<file path="config.mk">
export PLATFORM = sky130hd
export DESIGN_NAME = register_stack
export DESIGN_NICKNAME = d
export VERILOG_FILES = /design/src/rtl/sap1_pkg.sv /design/src/rtl/register_stack_ctrl.sv /design/src/rtl/register_stack.sv
export SDC_FILE = /design/constraint.sdc
export NUM_CORES = 1
export LEC_CHECK = 0
export BUFFER_PORTS_ARGS = -buffer_cell sky130_fd_sc_hd__buf_2
export CAP_MARGIN = 20
export CELL_PAD_IN_SITES_DETAIL_PLACEMENT = 0
export CELL_PAD_IN_SITES_GLOBAL_PLACEMENT = 1
export CORE_MARGIN = 1
export CORE_UTILIZATION = 49
export DETAILED_ROUTE_END_ITERATION = 6
export GPL_TIMING_DRIVEN = 0
export PLACE_DENSITY_LB_ADDON = 0.1
export SLEW_MARGIN = 10
export SYNTH_ARGS = -nofsm -noshare
export SYNTH_HDL_FRONTEND = slang
export SYNTH_SLANG_ARGS = --single-unit
</file>
<file path="constraint.sdc">
create_clock -name mclk -period 6.17 [get_ports mclk]
set_input_delay 0.617 -clock mclk [delete_from_list [all_inputs] [get_ports mclk]]
set_output_delay 0.617 -clock mclk [all_outputs]
set_load 0.01 [all_outputs]
</file>
<file path="src/rtl/sap1_pkg.sv">
// Shared definitions for the SAP datapath.
//   WORD_W     default datapath word width
//   OP_*       stack operation encodings, formed as {push, pop}
package sap1_pkg;

   localparam int WORD_W = 8;

   localparam logic [1:0] OP_NONE    = 2'b00;
   localparam logic [1:0] OP_POP     = 2'b01;
   localparam logic [1:0] OP_PUSH    = 2'b10;
   localparam logic [1:0] OP_REPLACE = 2'b11;

endpackage

</file>
<file path="src/rtl/register_stack_ctrl.sv">
// Stack controller: occupancy counter, op decode, full/empty and sticky
// error flags. Produces one-hot per-slot write-enable and clear strobes
// for the storage array in the top level.
//   mclk, rst      clock, async active-high reset
//   mclk_en        clock enable
//   push, pop      operation request
//   clear_err      clear sticky flags (set wins on coincidence)
//   count_o        valid entries
//   full_o/empty_o occupancy status
//   overflow_o     sticky push-while-full
//   underflow_o    sticky pop-while-empty
//   wr_en_o        slot write strobes (load push data)
//   clr_o          slot clear strobes (zero vacated slot)
module stack_ctrl
   import sap1_pkg::*;
#(
   parameter int DEPTH = 4,
   parameter int CNT_W = $clog2(DEPTH + 1)
) (
   input  logic             mclk,
   input  logic             rst,
   input  logic             mclk_en,
   input  logic             push,
   input  logic             pop,
   input  logic             clear_err,
   output logic [CNT_W-1:0] count_o,
   output logic             full_o,
   output logic             empty_o,
   output logic             overflow_o,
   output logic             underflow_o,
   output logic [DEPTH-1:0] wr_en_o,
   output logic [DEPTH-1:0] clr_o
);

   logic [CNT_W-1:0] count_q, count_d;
   logic             ovf_q, ovf_d;
   logic             unf_q, unf_d;
   logic [CNT_W-1:0] slot;
   logic             do_wr;
   logic             do_clr;
   logic             full;
   logic             empty;

   assign full  = (count_q == CNT_W'(DEPTH));
   assign empty = (count_q == '0);

   always_comb begin
      count_d = count_q;
      ovf_d   = ovf_q;
      unf_d   = unf_q;
      slot    = '0;
      do_wr   = 1'b0;
      do_clr  = 1'b0;
      wr_en_o = '0;
      clr_o   = '0;
      if (mclk_en) begin
         // Clear first so a coincident error below re-sets the flag.
         if (clear_err) begin
            ovf_d = 1'b0;
            unf_d = 1'b0;
         end
         case ({push, pop})
            OP_PUSH: begin
               if (full) begin
                  ovf_d = 1'b1;
               end else begin
                  do_wr   = 1'b1;
                  slot    = count_q;
                  count_d = count_q + CNT_W'(1);
               end
            end
            OP_POP: begin
               if (empty) begin
                  unf_d = 1'b1;
               end else begin
                  do_clr  = 1'b1;
                  slot    = count_q - CNT_W'(1);
                  count_d = count_q - CNT_W'(1);
               end
            end
            OP_REPLACE: begin
               // Replace on an empty stack degrades to a plain push.
               do_wr = 1'b1;
               if (empty) begin
                  slot    = '0;
                  count_d = CNT_W'(1);
               end else begin
                  slot = count_q - CNT_W'(1);
               end
            end
            default: ;
         endcase
      end
      for (int i = 0; i < DEPTH; i++) begin
         wr_en_o[i] = do_wr  && (slot == CNT_W'(i));
         clr_o[i]   = do_clr && (slot == CNT_W'(i));
      end
   end

   always_ff @(posedge mclk or posedge rst) begin
      if (rst) begin
         count_q <= '0;
         ovf_q   <= 1'b0;
         unf_q   <= 1'b0;
      end else begin
         count_q <= count_d;
         ovf_q   <= ovf_d;
         unf_q   <= unf_d;
      end
   end

   assign count_o     = count_q;
   assign full_o      = full;
   assign empty_o     = empty;
   assign overflow_o  = ovf_q;
   assign underflow_o = unf_q;

endmodule

</file>
<file path="src/rtl/register_stack.sv">
// LIFO register stack: DEPTH words of WIDTH bits with push, pop and
// replace-top. Top of stack is always visible; slots above the count are
// held at zero.
//   mclk, rst      clock, async active-high reset
//   mclk_en        clock enable
//   i_push, i_pop  operation request ({push,pop})
//   i_push_data    word to push / replace top with
//   i_clear_err    clear sticky error flags
//   o_top          top-of-stack word, 0 when empty
//   o_count        valid entries
//   o_empty/o_full occupancy status
//   o_overflow     sticky push-while-full
//   o_underflow    sticky pop-while-empty
module register_stack
   import sap1_pkg::*;
#(
   parameter  int WIDTH = WORD_W,
   parameter  int DEPTH = 4,
   localparam int CNT_W = $clog2(DEPTH + 1)
) (
   input  logic             mclk,
   input  logic             rst,
   input  logic             mclk_en,
   input  logic             i_push,
   input  logic             i_pop,
   input  logic [WIDTH-1:0] i_push_data,
   input  logic             i_clear_err,
   output logic [WIDTH-1:0] o_top,
   output logic [CNT_W-1:0] o_count,
   output logic             o_empty,
   output logic             o_full,
   output logic             o_overflow,
   output logic             o_underflow
);

   logic [WIDTH-1:0] mem_q [DEPTH];
   logic [WIDTH-1:0] mem_d [DEPTH];
   logic [DEPTH-1:0] wr_en;
   logic [DEPTH-1:0] clr;

   stack_ctrl #(
      .DEPTH (DEPTH),
      .CNT_W (CNT_W)
   ) u_ctrl (
      .mclk        (mclk),
      .rst         (rst),
      .mclk_en     (mclk_en),
      .push        (i_push),
      .pop         (i_pop),
      .clear_err   (i_clear_err),
      .count_o     (o_count),
      .full_o      (o_full),
      .empty_o     (o_empty),
      .overflow_o  (o_overflow),
      .underflow_o (o_underflow),
      .wr_en_o     (wr_en),
      .clr_o       (clr)
   );

   // Strobes are already qualified by mclk_en inside the controller.
   always_comb begin
      for (int i = 0; i < DEPTH; i++) begin
         mem_d[i] = mem_q[i];
         if (wr_en[i]) begin
            mem_d[i] = i_push_data;
         end else if (clr[i]) begin
            mem_d[i] = '0;
         end
      end
   end

   always_ff @(posedge mclk or posedge rst) begin
      if (rst) begin
         for (int i = 0; i < DEPTH; i++) begin
            mem_q[i] <= '0;
         end
      end else begin
         for (int i = 0; i < DEPTH; i++) begin
            mem_q[i] <= mem_d[i];
         end
      end
   end

   always_comb begin
      o_top = '0;
      for (int i = 0; i < DEPTH; i++) begin
         if (o_count == CNT_W'(i + 1)) begin
            o_top = mem_q[i];
         end
      end
   end

endmodule

</file>
==> run summary <==
The met2 track utilization from global routing was 0.355; the number of max-slew violations in the final report was 0. Setup repair after global routing left no endpoint under its margin. The fraction of the mapped netlist area in adder cells is 0.0407, and the global-route congestion overflow total is 0. For this run, the number of Yosys warnings is 0. For this design, the sink count on the clock tree is 37. The clock slew seen by the registers of the worst setup and hold paths is 0.08 ns, and the fraction of the mapped netlist area in compound gates is 0.226. Buffers added to address setup during post-CTS repair amount to 0. The worst clock skew was 0.00807 ns; the endpoint required time on the critical path was 5.55 ns. When the netlist entered floorplanning its net count stood at 214.

The setup path with the least slack is of type reg2out. Walking the worst path, the cells encountered are clkbuf_1 -> inv_1 -> ha_1 -> clkbuf_1 -> nor2b_1 -> clkbuf_1 -> a22oi_1 -> o21ai_0 -> buf_2. The count of input and output buffers is 27, and the final hold violation count is 0.

The worst max-slew margin expressed relative to the limit was 0.492; the number of instances in the synthesized netlist was 193. The predominant post-synthesis flop cell was sky130_fd_sc_hd__dfrtp_1. After global routing, the most crowded layer is met1. Of all nets on the critical path, the largest fanout is 10. The area overhead of the layout relative to synthesis is 15.6%, and the mux contribution to synthesized area is 0.122. Row generation in the floorplan step produced 23 rows. The maximum clock insertion buffer count was 2; the leakage power was 0.00116 uW. The worst setup path is launched from a register. In this run the standard cell core region covers 4120 um2. For the total half-perimeter wirelength after legalization and detailed placement, the log shows 3660 um. The run gives 36 as the count of unique library cells instantiated by Yosys. The initial antenna violation count was 0. STA classifies the critical path endpoint as a primary output. The area share of xor/xnor cells in the synthesized design was 0.00407. In this run, CTS created clock tree buffers numbering 5. The layout has 347 filler cells. Summed over all failing endpoints, the final setup total negative slack is 0 ns. For this run, the detailed router's first-pass iteration total came to 4.

The cell with the largest stage delay on the worst path is sky130_fd_sc_hd__dfrtp_1. In the final design database the tool counted 248 nets. The tools report the final worst setup slack as 2.96 ns.

The number of cells in the design after placement came out at 270. The share of the clock period used by the worst path is 0.521, and the total routing resource utilization after global routing is 0.244. IR analysis of the VDD net gives a maximum drop of 263 uV. The via density per instance works out to 5.99. The clock tree synthesis step divided the H-tree into 2 levels. The run gives 0.30 ns as the clock network latency to the later pin of the worst-skew pair. The final antenna diode count was 0; the via count was 1664. The peak clock frequency supported by timing came out at 0.311 GHz. The worst hold path belongs to the class in2async.

In the routed design, unresolved DRC markers number 0. Entering global routing, the biggest net connects 38 pins. The logs give 0.823 for the routability congestion estimate from global placement and 0.0450 for the met3 usage in global routing. In this run the cell area of the synthesized design comes to 2150 um2. The run finished with clean final reports. Once the clock tree was built, the resizer swapped 0 gates to a different size. After synthesis, the largest family of logic cells by area is compound AO/OA/AOI/OAI gates. The count of placed standard cells in the final layout, fillers left out was 278. The first-pass GRT wire length came out at 8060 um. The fraction of layout instances using a drive strength above 1 came out at 0.298. The overall die width works out to 68.3 um. Before CTS, the worst setup slack after placement is 3.31 ns. The total of endpoints with negative setup slack in the final report came out at 0. Power spread over the standard cell area amounts to 477 nW/um2.

In this run the vertical extent of the chip is 68.3 um. The post-detailed-route count of antenna-violating nets was 0. For the pin with the worst max-slew slack, the measured transition is 0.760 ns. Across the run, the number of max-cap violations was 0. Summing internal, switching and leakage power gives 1190 uW. The logs give 0.430 for the sequential-to-total area share from yosys stat and 0.363 for the met1 capacity usage during global routing.

Root buffer cell: sky130_fd_sc_hd__clkbuf_8. The run gives 5150 um as the total routed wirelength. For this run, the slowest stage of the critical path takes 0.50 ns. The arrival time of data at the critical path endpoint was 2.60 ns; the average wire per standard cell was 18.5 um. The run gives 0.523 as the effective utilization at floorplan.

The synthesized design contains 0 enable-type register cells. TritonCTS built the clock tree. The tools report the number of global-route vias before repair as 1558.

The cell that appears most often on the critical path is sky130_fd_sc_hd__clkbuf_1. The area of the die is 4660 um2, and the number of top-level pins is 29. The cts-stage hold buffer count came out at 0. Synthesis inferred 37 register bits. The clock period minus final worst setup slack was 3.21 ns; the simple-gate share of the synthesized area was 0.132.

The post-synthesis async set-or-reset flop share came out at 1.00. The average cell area after synthesis was 11.1 um2; the number of design-rule violations left by the first detailed-router iteration was 129.
## cells in the mapped netlist, types with 2 or more instances
cell	count	area share
sky130_fd_sc_hd__a21oi_1	21	0.049
sky130_fd_sc_hd__mux2_4	8	0.056
sky130_fd_sc_hd__nor2_1	2	0.0035
sky130_fd_sc_hd__nand3b_1	8	0.028
sky130_fd_sc_hd__and2_1	8	0.023
sky130_fd_sc_hd__a32o_1	3	0.014
sky130_fd_sc_hd__o21ai_0	9	0.021
sky130_fd_sc_hd__mux2i_1	3	0.014
sky130_fd_sc_hd__nand2b_1	3	0.0087
sky130_fd_sc_hd__inv_1	10	0.017
sky130_fd_sc_hd__buf_2	2	0.0047
sky130_fd_sc_hd__mux2_2	10	0.052
sky130_fd_sc_hd__a22oi_1	8	0.028
sky130_fd_sc_hd__nand2_1	11	0.019
sky130_fd_sc_hd__a22o_1	17	0.069
sky130_fd_sc_hd__ha_1	7	0.041
sky130_fd_sc_hd__clkbuf_1	7	0.012
sky130_fd_sc_hd__dfrtp_1	37	0.43
sky130_fd_sc_hd__buf_6	2	0.010
## final timing paths
kind                                    from                end  slack [ns]  depth (start not counted)
setup / recovery           u_ctrl.count_o[2]           o_top[2]        2.96                          9
min in group mclk          u_ctrl.overflow_o  u_ctrl.overflow_o        0.49                          1
hold reg to reg            u_ctrl.overflow_o  u_ctrl.overflow_o        0.49                          1
hold / removal                           rst           mem_q[1]        0.45                          2
setup reg to reg           u_ctrl.count_o[0]          mem_q[13]        3.59                          8
max in group asynchronous                rst  u_ctrl.count_o[2]        5.23                          2
## metrics by stage
stage	utilization	area [um2]	hold slack (ns)
after floorplan	-	2150	0.466
after global placement	0.571	2350	0.472
after detailed placement	0.571	2350	0.483
after CTS	0.604	2490	0.471
after global routing	0.604	2490	0.514
final	0.604	2490	0.446
## report_power, final
group / switching (uW) / internal [uW]
combinational: 287 / 229
clock: 95.9 / 163
sequential: 75.5 / 336
total: 458 / 727
## critical path, delay by kind of cell, from the launching register on
kind	cells	cell delay (ns)
compound gates	2	0.33
fa+ha+maj	1	0.20
buf+inv	5	1.10
flops	1	0.50
simple gates	1	0.17
## routing by layer
metal	wire length, um	vias to the layer above
met5	0	-
met4	55	0
met3	261	5
met2	2260	45
met1	2570	833
li1	-	781
## cells by family after synthesis
logic type | count (synthesis)
buf+inv | 21
fa+ha+maj | 7
simple gates | 42
flops | 37
compound gates | 64
xor+xnor | 1
mux | 21
## cell usage in the layout (no fill, tap or decap), types with 2 or more instances in the layout
cell	synthesis	layout
sky130_fd_sc_hd__buf_2	2	29
sky130_fd_sc_hd__a32o_1	3	3
sky130_fd_sc_hd__mux2i_1	3	3
sky130_fd_sc_hd__mux2_2	10	10
sky130_fd_sc_hd__bufinv_16	0	2
sky130_fd_sc_hd__nand2_1	11	11
sky130_fd_sc_hd__nor2_1	2	2
sky130_fd_sc_hd__o21ai_0	9	9
sky130_fd_sc_hd__nand2b_1	3	3
sky130_fd_sc_hd__nand3b_1	8	8
sky130_fd_sc_hd__clkbuf_8	0	5
sky130_fd_sc_hd__ha_1	7	7
sky130_fd_sc_hd__mux2_4	8	8
sky130_fd_sc_hd__a21oi_1	21	21
sky130_fd_sc_hd__and2_1	8	8
sky130_fd_sc_hd__buf_6	2	2
sky130_fd_sc_hd__clkbuf_1	7	7
sky130_fd_sc_hd__a22oi_1	8	8
sky130_fd_sc_hd__a22o_1	17	17
sky130_fd_sc_hd__dfrtp_1	37	37
sky130_fd_sc_hd__inv_1	10	9
## layout make-up
class / count / area (um2) / share of cell area
Multi-Input combinational cell: 135 / 1130 / 0.454
Inverter: 10 / 37.5 / 0.0151
Tap cell: 50 / 62.6 / 0.0252
Clock inverter: 3 / 68.8 / 0.0277
Clock buffer: 5 / 68.8 / 0.0277
Buffer: 11 / 58.8 / 0.0237
Timing Repair Buffer: 27 / 135 / 0.0544
Sequential cell: 37 / 926 / 0.372
## state kept, by name (all words and copies together), names as in the netlist
signal	cells
u_ctrl.count_o	3
u_ctrl.overflow_o	1
mem_q	32
u_ctrl.underflow_o	1
Note: power is estimated with default switching activity, not from simulation.
